==> src/rtl/fetch_stage_if.sv <==
// fetch_stage_if: request/done read channel between the fetch stage and a
// multi-cycle instruction memory. The fetch stage is the master: it drives
// the read strobe and address, and the memory returns a word with a done flag.
interface fetch_stage_if;
  logic        mem_rd;    // one-cycle read request
  logic [15:0] mem_addr;  // read address (current PC)
  logic [15:0] mem_data;  // returned instruction word, valid with mem_done
  logic        mem_done;  // read complete

  modport master (
    output mem_rd,
    output mem_addr,
    input  mem_data,
    input  mem_done
  );

  modport slave (
    input  mem_rd,
    input  mem_addr,
    output mem_data,
    output mem_done
  );
endinterface

==> src/rtl/fetch_stage.sv <==
// fetch_stage: instruction-fetch stage feeding Decode.
// Owns the PC, issues one read at a time to a multi-cycle instruction memory
// over fetch_stage_if, and holds the IF/ID register (instruction, PC+2, valid).
// Honours Stall from hazard logic, flushes on Redirect from Execute and parks
// once a HALT word (opcode bits [15:11] all zero) has been loaded into IF/ID.
// Optional build macro FETCH_ALIGN_CHECK_EN: adds a sticky err_o flag raised by
// a redirect to an odd address, which also parks the stage without fetching.
// Without the macro, bit 0 of the redirect target is cleared on load.
module fetch_stage #(
  parameter logic [15:0] RESET_PC  = 16'h0000,
  parameter logic [15:0] NOP_INSTR = 16'h0800
) (
  input  logic          clk,
  input  logic          rst,
  input  logic          stall_i,
  input  logic          redirect_i,
  input  logic [15:0]   redirect_pc_i,
  fetch_stage_if.master mem,
  output logic [15:0]   instruction_o,
  output logic [15:0]   pc2_o,
  output logic          valid_o,
  output logic          halted_o
`ifdef FETCH_ALIGN_CHECK_EN
  ,
  output logic          err_o
`endif
);

  typedef enum logic [1:0] {
    ST_ISSUE  = 2'd0,
    ST_WAIT   = 2'd1,
    ST_HOLD   = 2'd2,
    ST_HALTED = 2'd3
  } state_e;

  // A HALT is any word whose opcode field [15:11] is zero.
  function automatic logic is_halt(input logic [15:0] word);
    return (word[15:11] == 5'b00000);
  endfunction

  // Sequential PC step; wraps modulo 2^16 with no flag.
  function automatic logic [15:0] pc_step(input logic [15:0] pc);
    return pc + 16'd2;
  endfunction

  state_e      state_q, state_d;
  logic [15:0] pc_q, pc_d;
  logic [15:0] instr_q, instr_d;
  logic [15:0] pc2_q, pc2_d;
  logic        valid_q, valid_d;
  logic        halted_q, halted_d;
  logic [15:0] pend_q, pend_d;
  logic        squash_q, squash_d;
`ifdef FETCH_ALIGN_CHECK_EN
  logic        err_q, err_d;
`endif

  logic        load_s;        // a word enters IF/ID this cycle
  logic [15:0] load_word_s;   // the word being loaded
  state_e      redir_state_s; // where a clean redirect sends the FSM
  logic        redir_squash_s;// redirect leaves a read in flight to be dropped

  // Read request: only from ISSUE, suppressed by a same-cycle redirect and by reset.
  assign mem.mem_rd   = (state_q == ST_ISSUE) & ~redirect_i & ~rst;
  assign mem.mem_addr = pc_q;

  assign instruction_o = instr_q;
  assign pc2_o         = pc2_q;
  assign valid_o       = valid_q;
  assign halted_o      = halted_q;
`ifdef FETCH_ALIGN_CHECK_EN
  assign err_o         = err_q;
`endif

  // Next-state logic for the fetch FSM, PC and the IF/ID register.
  always_comb begin
    state_d        = state_q;
    pc_d           = pc_q;
    instr_d        = instr_q;
    pc2_d          = pc2_q;
    valid_d        = valid_q;
    halted_d       = halted_q;
    pend_d         = pend_q;
    squash_d       = squash_q;
`ifdef FETCH_ALIGN_CHECK_EN
    err_d          = err_q;
`endif
    load_s         = 1'b0;
    load_word_s    = pend_q;
    redir_state_s  = ST_ISSUE;
    redir_squash_s = 1'b0;

    // A redirect in WAIT with the read still outstanding must drop its return;
    // if the return arrives in the same cycle it is simply the dropped word.
    if ((state_q == ST_WAIT) && !mem.mem_done) begin
      redir_state_s  = ST_WAIT;
      redir_squash_s = 1'b1;
    end else begin
      redir_state_s  = ST_ISSUE;
      redir_squash_s = 1'b0;
    end

    if (redirect_i) begin
      // Flush has priority over stall, memory return and every state.
      instr_d  = NOP_INSTR;
      pc2_d    = 16'h0000;
      valid_d  = 1'b0;
      halted_d = 1'b0;
      pend_d   = 16'h0000;
`ifdef FETCH_ALIGN_CHECK_EN
      pc_d = redirect_pc_i;
      if (redirect_pc_i[0]) begin
        // Misaligned target: park without fetching; any in-flight return is ignored in HALTED.
        err_d    = 1'b1;
        halted_d = 1'b1;
        state_d  = ST_HALTED;
        squash_d = 1'b0;
      end else begin
        state_d  = redir_state_s;
        squash_d = redir_squash_s;
      end
`else
      pc_d     = redirect_pc_i & 16'hFFFE;
      state_d  = redir_state_s;
      squash_d = redir_squash_s;
`endif
    end else begin
      case (state_q)
        ST_ISSUE: begin
          state_d = ST_WAIT;
        end
        ST_WAIT: begin
          if (mem.mem_done) begin
            if (squash_q) begin
              squash_d = 1'b0;
              state_d  = ST_ISSUE;
            end else if (!stall_i || !valid_q) begin
              load_s      = 1'b1;
              load_word_s = mem.mem_data;
            end else begin
              // Decode is stalled on a real instruction: park the word.
              pend_d  = mem.mem_data;
              state_d = ST_HOLD;
            end
          end else begin
            state_d = ST_WAIT;
          end
        end
        ST_HOLD: begin
          if (!stall_i) begin
            load_s      = 1'b1;
            load_word_s = pend_q;
          end else begin
            state_d = ST_HOLD;
          end
        end
        ST_HALTED: begin
          state_d = ST_HALTED;
        end
        default: begin
          state_d = ST_ISSUE;
        end
      endcase

      if (load_s) begin
        instr_d = load_word_s;
        pc2_d   = pc_step(pc_q);
        valid_d = 1'b1;
        pc_d    = pc_step(pc_q);
        if (is_halt(load_word_s)) begin
          state_d  = ST_HALTED;
          halted_d = 1'b1;
        end else begin
          state_d  = ST_ISSUE;
        end
      end else if (!stall_i) begin
        // Decode consumed IF/ID and nothing new arrived: present a bubble.
        valid_d = 1'b0;
        instr_d = NOP_INSTR;
      end else begin
        // Decode stalled and no new word: IF/ID holds.
        valid_d = valid_q;
        instr_d = instr_q;
      end
    end
  end

  // State register for the FSM, PC, IF/ID register, pend buffer and squash flag.
  always_ff @(posedge clk or posedge rst) begin
    if (rst) begin
      state_q  <= ST_ISSUE;
      pc_q     <= RESET_PC;
      instr_q  <= NOP_INSTR;
      pc2_q    <= 16'h0000;
      valid_q  <= 1'b0;
      halted_q <= 1'b0;
      pend_q   <= 16'h0000;
      squash_q <= 1'b0;
`ifdef FETCH_ALIGN_CHECK_EN
      err_q    <= 1'b0;
`endif
    end else begin
      state_q  <= state_d;
      pc_q     <= pc_d;
      instr_q  <= instr_d;
      pc2_q    <= pc2_d;
      valid_q  <= valid_d;
      halted_q <= halted_d;
      pend_q   <= pend_d;
      squash_q <= squash_d;
`ifdef FETCH_ALIGN_CHECK_EN
      err_q    <= err_d;
`endif
    end
  end

endmodule

==> src/flat_wrapper.sv <==
// flat-port wrapper written by rule: the top's interface ports become plain ports
module fetch_stage_flat 
#(
  parameter logic [15:0] RESET_PC  = 16'h0000,
  parameter logic [15:0] NOP_INSTR = 16'h0800
)
  (clk, rst, stall_i, redirect_i, redirect_pc_i, instruction_o, pc2_o, valid_o, halted_o, mem_mem_rd, mem_mem_addr, mem_mem_data, mem_mem_done);
  fetch_stage_if mem_i ();
  input  logic clk;
  input  logic rst;
  input  logic stall_i;
  input  logic redirect_i;
  input  logic [15:0] redirect_pc_i;
  output logic [15:0] instruction_o;
  output logic [15:0] pc2_o;
  output logic valid_o;
  output logic halted_o;
  output wire logic [$bits(mem_i.mem_rd)-1:0] mem_mem_rd;
  output wire logic [$bits(mem_i.mem_addr)-1:0] mem_mem_addr;
  input wire logic [$bits(mem_i.mem_data)-1:0] mem_mem_data;
  input wire logic [$bits(mem_i.mem_done)-1:0] mem_mem_done;
  assign mem_mem_rd = mem_i.mem_rd;
  assign mem_mem_addr = mem_i.mem_addr;
  assign mem_i.mem_data = mem_mem_data;
  assign mem_i.mem_done = mem_mem_done;
  fetch_stage #(.RESET_PC(RESET_PC), .NOP_INSTR(NOP_INSTR)) u_core (.clk(clk), .rst(rst), .stall_i(stall_i), .redirect_i(redirect_i), .redirect_pc_i(redirect_pc_i), .mem(mem_i), .instruction_o(instruction_o), .pc2_o(pc2_o), .valid_o(valid_o), .halted_o(halted_o));
endmodule
==> config.mk <==
export PLATFORM = sky130hd
export DESIGN_NAME = fetch_stage_flat
export DESIGN_NICKNAME = d
export VERILOG_FILES = /design/src/rtl/fetch_stage_if.sv /design/src/rtl/fetch_stage.sv /design/src/flat_wrapper.sv
export SDC_FILE = /design/constraint.sdc
export NUM_CORES = 1
export LEC_CHECK = 0
export CORE_UTILIZATION = 50
export CTS_BUF_LIST = sky130_fd_sc_hd__clkbuf_4
export DETAILED_ROUTE_END_ITERATION = 8
export GPL_TIMING_DRIVEN = 1
export PLACE_DENSITY_LB_ADDON = 0.05
export RECOVER_POWER = 100
export REMOVE_ABC_BUFFERS = 1
export SYNTH_ARGS = -nofsm -noshare
export SYNTH_HDL_FRONTEND = slang
export SYNTH_SLANG_ARGS = --single-unit
==> constraint.sdc <==
create_clock -name clk -period 5.5 [get_ports clk]
set_clock_uncertainty 0.05 [all_clocks]
set_input_delay 0.825 -clock clk [delete_from_list [all_inputs] [get_ports clk]]
set_output_delay 0.825 -clock clk [all_outputs]
set_load 0.05 [all_outputs]
==> results.json <==
{
  "report.final.slew_viol_count": 0,
  "whs_endpoint": "u_core.instruction_o[11]",
  "syn_avg_cell_area_um2": 9.31,
  "worstPathBufferInverterCount": 3,
  "path_max_fanout": 52,
  "drcViolationCount": 6,
  "vias_per_cell": 5.60,
  "core_area_um2": 6460,
  "fin_cells": 524,
  "worstReg2RegStart": "u_core.state_q[0]",
  "die-area_um2": 7150,
  "postCtsHoldBufs": 0,
  "clkPwrFrac_pct": 20.8,
  "crit_slowest_cell": "dlygate4sd3_1",
  "hold_class": "flip-flop to flip-flop",
  "synth_edf_count": 0,
  "grt_pass1_wl_um": 12900,
  "worstMarginPinSlew_ps": 1480,
  "multi_input_area_um2": 1560,
  "synthFlopType": "dfrtp_1",
  "row_count": 29,
  "die_y_um": 84.6,
  "seq_area_frac_synth_pct": 50.0,
  "power.density_nw_per_um2": 347,
  "leakage_uw": 0.00198,
  "yosysTopAreaCell": "dfrtp_1",
  "crit_type": "primary input to output port",
  "swShare_pct": 40.9,
  "final_hold_viol_count": 0,
  "grt.total_usage_pct": 23.1,
  "endpoint_kind": "output port",
  "path_delay_family": "buffers and inverters",
  "clk_pin_slew_ps": 110,
  "die_w_um": 84.6,
  "period_share_pct": 64.4,
  "dr.pass1.iters": 7,
  "wl_per_cell_um": 14.9,
  "antenna_found_initial": 0,
  "wl_met1_um": 3510,
  "finalNetCount": 485,
  "power.internal_uw": 900,
  "cp.arrival_ps": 2670,
  "path_cells": "buf_2 -> clkinv_1 -> and3_1 -> dlygate4sd3_1",
  "max_stage_delay_ps": 750,
  "reg2reg_slack_ps": 2490,
  "status": "complete, but fails checks",
  "finalSetupViolCount": 0,
  "yosysUniqueCellTypes": 46,
  "synth-async-reset-ratio_pct": 100,
  "fmax_mhz": 282,
  "grt_overflow": 0,
  "htree_levels": 3,
  "reg2reg_depth": 7,
  "port_buffers": 85,
  "wl_met3_um": 376,
  "violations": "design-rule violations",
  "r2r-end": "u_core.mem.mem_addr[3]",
  "synth_area_leaders": "dfrtp_1, nand2_1, mux2i_1, o21ai_0, a21oi_1",
  "setup_tns_ps": 0,
  "clock_sinks": 68,
  "seq_area_um2": 1700,
  "maxCapViolations": 0,
  "relSlewSlack_pct": 1.08,
  "dp_hpwl_um": 5230,
  "cts_setup_buffers": 0,
  "ctsLongestPathBuffers": 2,
  "rsz0062_at_grt": "no",
  "finalWirelength_um": 7830,
  "cp-start-kind": "primary input",
  "yosysTopAreaCellShare_pct": 49.2,
  "ys_ff_latch": 68,
  "place_inst": 508,
  "top_layer_used": "met4",
  "gp_congestion": 0.836,
  "p_switching_uw": 624,
  "io_pins": 88,
  "drive_gt1_share_pct": 4.47,
  "diodes": 0,
  "vdd_ir_drop_max_mv": 0.245,
  "cts-root-buf": "clkbuf_4",
  "syn_to_final_growth_pct": 29.0,
  "via_count": 2936,
  "cts_tree": "built",
  "min_from": "u_core.instruction_o[11]",
  "dr.first_iter.drc_count": 163,
  "post_cts_resized": 0,
  "cts_buffers": 9,
  "wl_met2_um": 3730,
  "min_path_cells": 2,
  "grt_max_degree": 69,
  "synth_cells": 366,
  "clock_latency_ps": 410,
  "crit_required_ps": 4620,
  "layout_min_cycle_time_ps": 3540,
  "grt_pass1_vias": 2797,
  "pwr-share-seq_pct": 39.9,
  "nFillCells": 556,
  "ys_warn_count": 0,
  "pwr-share-comb_pct": 39.3,
  "synth_area_um2": 3410,
  "start_util_pct": 52.8,
  "ant_nets": 0
}
## layout by cell type, fill, tap and decap left out, types with 10 or more instances in the layout
| master | Yosys | layout |
|---|---|---|
| a211oi_1 | 13 | 13 |
| dfrtp_1 | 67 | 67 |
| mux2i_1 | 16 | 16 |
| clkbuf_4 | 0 | 10 |
| nand2_1 | 62 | 62 |
| dlygate4sd3_1 | 0 | 53 |
| nor2_1 | 29 | 29 |
| nand3_1 | 10 | 10 |
| o21ai_0 | 24 | 24 |
| clkdlybuf4s50_1 | 0 | 31 |
| a21oi_1 | 22 | 22 |
## worst reg2reg max path, stage by stage, from the launching register on
cell and delay [ps]:
dfrtp_1 410, inv_1 90, ha_1 400, a21boi_1 240, a21o_1 130, clkbuf_1 1070, a21oi_1 190, a211o_1 320
## registers in the layout (all words and copies together) (netlist names)
signal                count
u_core.halted_o           1
u_core.instruction_o     16
u_core.mem.mem_addr      15
u_core.pc2_o             16
u_core.pend_q            16
u_core.squash_q           1
u_core.state_q            2
u_core.valid_o            1
## metal layers
layer | global-route usage (%) | vias up
met4 | 12.6 | 0
met5 | 0 | -
met2 | 38.0 | 79
met1 | 28.7 | 1389
li1 | - | 1450
met3 | 4.72 | 18
## synthesized netlist by cell type (2+ instances only)
cell,instances
o211ai_1,2
o21ai_0,24
nand4_1,3
nand2_1,62
or3_1,4
and3_1,4
clkbuf_1,14
nor2_1,29
or4_1,9
and3b_1,2
o41ai_1,3
nor4_1,3
o31ai_1,3
inv_1,9
xor2_1,4
nand3b_1,2
and2_1,2
a211oi_1,13
mux2i_1,16
nand2b_1,2
ha_1,6
dfrtp_1,67
a31oi_1,9
buf_2,8
xnor2_1,9
a21oi_1,22
nand3_1,10
a211o_1,2
o311a_1,2
nor3_1,5
## worst max path at each step
stage	slack [ps]	to	cells after the start	startpoint
floorplan	1740	mem_mem_rd	2	rst
global placement	1990	mem_mem_rd	4	redirect_i
detailed placement	1960	mem_mem_rd	4	redirect_i
CTS	1970	mem_mem_rd	4	redirect_i
global route	1750	mem_mem_rd	4	redirect_i
finish	1960	mem_mem_rd	4	redirect_i
## kinds of logic (layout without fill, tap and decap cells)
| kind of cell | count (synthesis) | count (layout) | share of synthesized area, % |
|---|---|---|---|
| other | 1 | 1 | 0.110 |
| buffers and inverters | 34 | 115 | 4.15 |
| flip-flops | 68 | 68 | 50.0 |
| AND/OR/NAND/NOR | 140 | 140 | 19.3 |
| XOR/XNOR | 13 | 13 | 3.34 |
| adder cells (fa/ha/maj) | 6 | 6 | 2.20 |
| multiplexers | 17 | 17 | 5.03 |
| AO/OA/AOI/OAI | 87 | 87 | 15.9 |
## per-stage QoR
stage               cell area [um2]  setup slack (ps)  power, uW  hold slack [ps]  util [%]
detailed placement             4280              1960       1240              406      66.2
global route                   4400              1750       1610              447      68.1
floorplan                      3300              1740       1030              445         -
global placement               4280              1990       1230              406      66.2
finish                         4400              1960       1520              419      68.1
CTS                            4410              1970       1560              423      68.2
## power by group through the flow
stage	Combinational, uW	Clock (uW)	Sequential (uW)
6_report	600	317	608
5_1_grt	650	344	617
4_1_cts	623	324	610
3_5_place_dp	621	0	620
3_3_place_gp	613	0	617
2_1_floorplan	256	0	776
## final cells by class
class,instances,area share (%)
Clock inverter,6,1.25
Sequential cell,68,38.7
Timing Repair Buffer,89,19.7
Clock buffer,10,1.71
Multi-Input combinational cell,264,35.6
Inverter,10,0.854
Tap cell,77,2.19
Power figures use the tool's default switching activity.
==> patch: new RTL, config.mk and constraints unchanged <==
Take the reset off `pc2_q` and load it in a clocked block of its own.
--- a/src/rtl/fetch_stage.sv
+++ b/src/rtl/fetch_stage.sv
@@ -193,3 +193,2 @@
       instr_q  <= NOP_INSTR;
-      pc2_q    <= 16'h0000;
       valid_q  <= 1'b0;
@@ -205,3 +204,2 @@
       instr_q  <= instr_d;
-      pc2_q    <= pc2_d;
       valid_q  <= valid_d;
@@ -216,2 +214,6 @@
 
+  always_ff @(posedge clk) begin
+    pc2_q <= pc2_d;
+  end
+
 endmodule
Function: differs if rst is asserted again (counterexample within 4 cycles, from zero or initial values and one cycle with rst high); with rst held inactive, the same outputs for 10 cycles.
==> patch against the original RTL <==
The run ends with capacitance limit, slew limit left; sequential power shrank 2%; worst setup slack worse by 0.25 ns; maximum frequency shrank 6.5%; synthesized cell count shrank 3.8%; total power down 5.6%; combinational power decreased by 4.3%; sequential cell count fell by 1; design area is 2.0% lower; die area decreased by 2.5%; via count grew 0.34%; area after synthesis is 2.6% lower; routed wire length grew 3.2%; critical path type is now primary input to flip-flop; critical endpoint is now u_core.instruction_o[6]$_DFFE_PP0P_; largest cell class unchanged; highest routed layer unchanged.
==> patch: results (changes against the original RTL) <==
DRT iter0 DRCs=127 (-22%); vias in the first global route=2809 (+0.43%); vias per cell=5.732 (+2.3%); Synth Area in Adders=2.262% (+0.059 points); status=complete, but fails checks; number of sequential cells=67 (-1.5%); largest net degree at the start of global routing=53 (-23%); multi-input logic area=1593 µm² (+1.8%); grt met2 use=40.39% (+2.4 points); worst setup path endpoint=u_core.instruction_o[6]$_DFFE_PP0P_; proportion of synthesized area in mux cells=5.466% (+0.44 points); post-place setup slack=1.965 ns (+0.001540 ns); Non-clock buffers=89 (unchanged); dpl hpwl=5398 µm (+3.1%); gr usage total=23.98% (+0.86 points); crit path DAT=4.06 ns (+1.39 ns); signal buffers share of area=20.30% (+0.63 points); share of layout cells above drive strength 1=6.407% (+1.9 points); compound-gate portion of the synthesized area=17.38% (+1.5 points); Post-synth top cells=51 x dfrtp_1, 49 x nand2_1, 29 x nor2_1; met3 GRT Util=4.352% (-0.37 points); number of detailed-route iterations in the first pass=4 (-3); Worst R2R End=u_core.instruction_o[6]$_DFFE_PP0P_; Synth Area in XOR/XNOR=2.902% (-0.44 points); sequential cell area fraction in the yosys report=48.28% (-1.7 points); GPL Wtd Cong=0.8025 (-4.0%); Pins Over Slew Limit=70 (+70); WL/cell=15.71 µm (+5.2%); final net count=475 (-2.1%); Max-Cap Viols=2 (+2); Fill cells=527 (-5.2%); post-route insts no fill=514 (-1.9%); first-pass GRT wire length=13350 µm (+3.8%); clk_lat worst skew=0.40 ns; synth unique cells=53 (+15%); Non-clock inverters=9 (-1); leak pwr=1.821 nW (-7.8%); synth top area cells=dfrtp_1 38%, dfxtp_1 9.0%, nand2_1 5.5%; worst-path maximum fanout=17 (-67%); asr flop ratio synth=77.61% (-22 points); multi-input gates=256 (-3.0%); Critical path origin=mem_mem_done; Placed Cells incl. Taps=498 (-2.0%); ClkCell Share=2.526% (-0.43 points); relative slew slack=-88.16% (-89 points); worst vdd ir=244.6 µV (-0.17%); Reg area=1603 µm² (-5.9%); failing checks=capacitance limit, slew limit; Avg Inst Size Synth=9.430 µm² (+1.3%); port buffer count=84 (-1.2%)
## patch: critical path, cell delays in order
cell,delay [ns]
dlygate4sd3_1,0.59
nand3b_1,0.23
o21ai_0,1.30
buf_4,0.42
nand2_1,0.40
o2bb2ai_1,0.28
## patch: worst min-delay path by stage
stage	depth (start not counted)	end	slack, ns	from
finish	2	u_core.pc2_o[1]$_SDFFE_PP0P_	0.41	u_core.pc2_o[1]$_SDFFE_PP0P_
global route	2	u_core.pc2_o[1]$_SDFFE_PP0P_	0.44	u_core.pc2_o[1]$_SDFFE_PP0P_
CTS	2	u_core.pc2_o[1]$_SDFFE_PP0P_	0.42	u_core.pc2_o[1]$_SDFFE_PP0P_
detailed placement	2	u_core.pc2_o[1]$_SDFFE_PP0P_	0.40	u_core.pc2_o[1]$_SDFFE_PP0P_
global placement	2	u_core.pc2_o[1]$_SDFFE_PP0P_	0.40	u_core.pc2_o[1]$_SDFFE_PP0P_
floorplan	2	u_core.pend_q[0]$_DFFE_PP0P_	0.44	u_core.pend_q[0]$_DFFE_PP0P_
## patch: through the flow
step / utilization [%] / area (µm²) / hold slack [ns]
after floorplan: - / 3229 / 0.4449
after global placement: 65.89 / 4208 / 0.3977
after detailed placement: 65.89 / 4208 / 0.4030
after CTS: 67.59 / 4317 / 0.4190
after global routing: 67.48 / 4309 / 0.4408
final: 67.48 / 4309 / 0.4115
## patch: power breakdown
part / switching (W) / internal, W
clock network: 0.000175 / 0.0000940
registers: 0.0000500 / 0.000547
logic: 0.000375 / 0.000199
## patch: layer usage
layer,vias up,wire [µm]
met5,-,0
met3,13,426
met4,0,129
met2,90,3933
met1,1404,3584
li1,1439,-
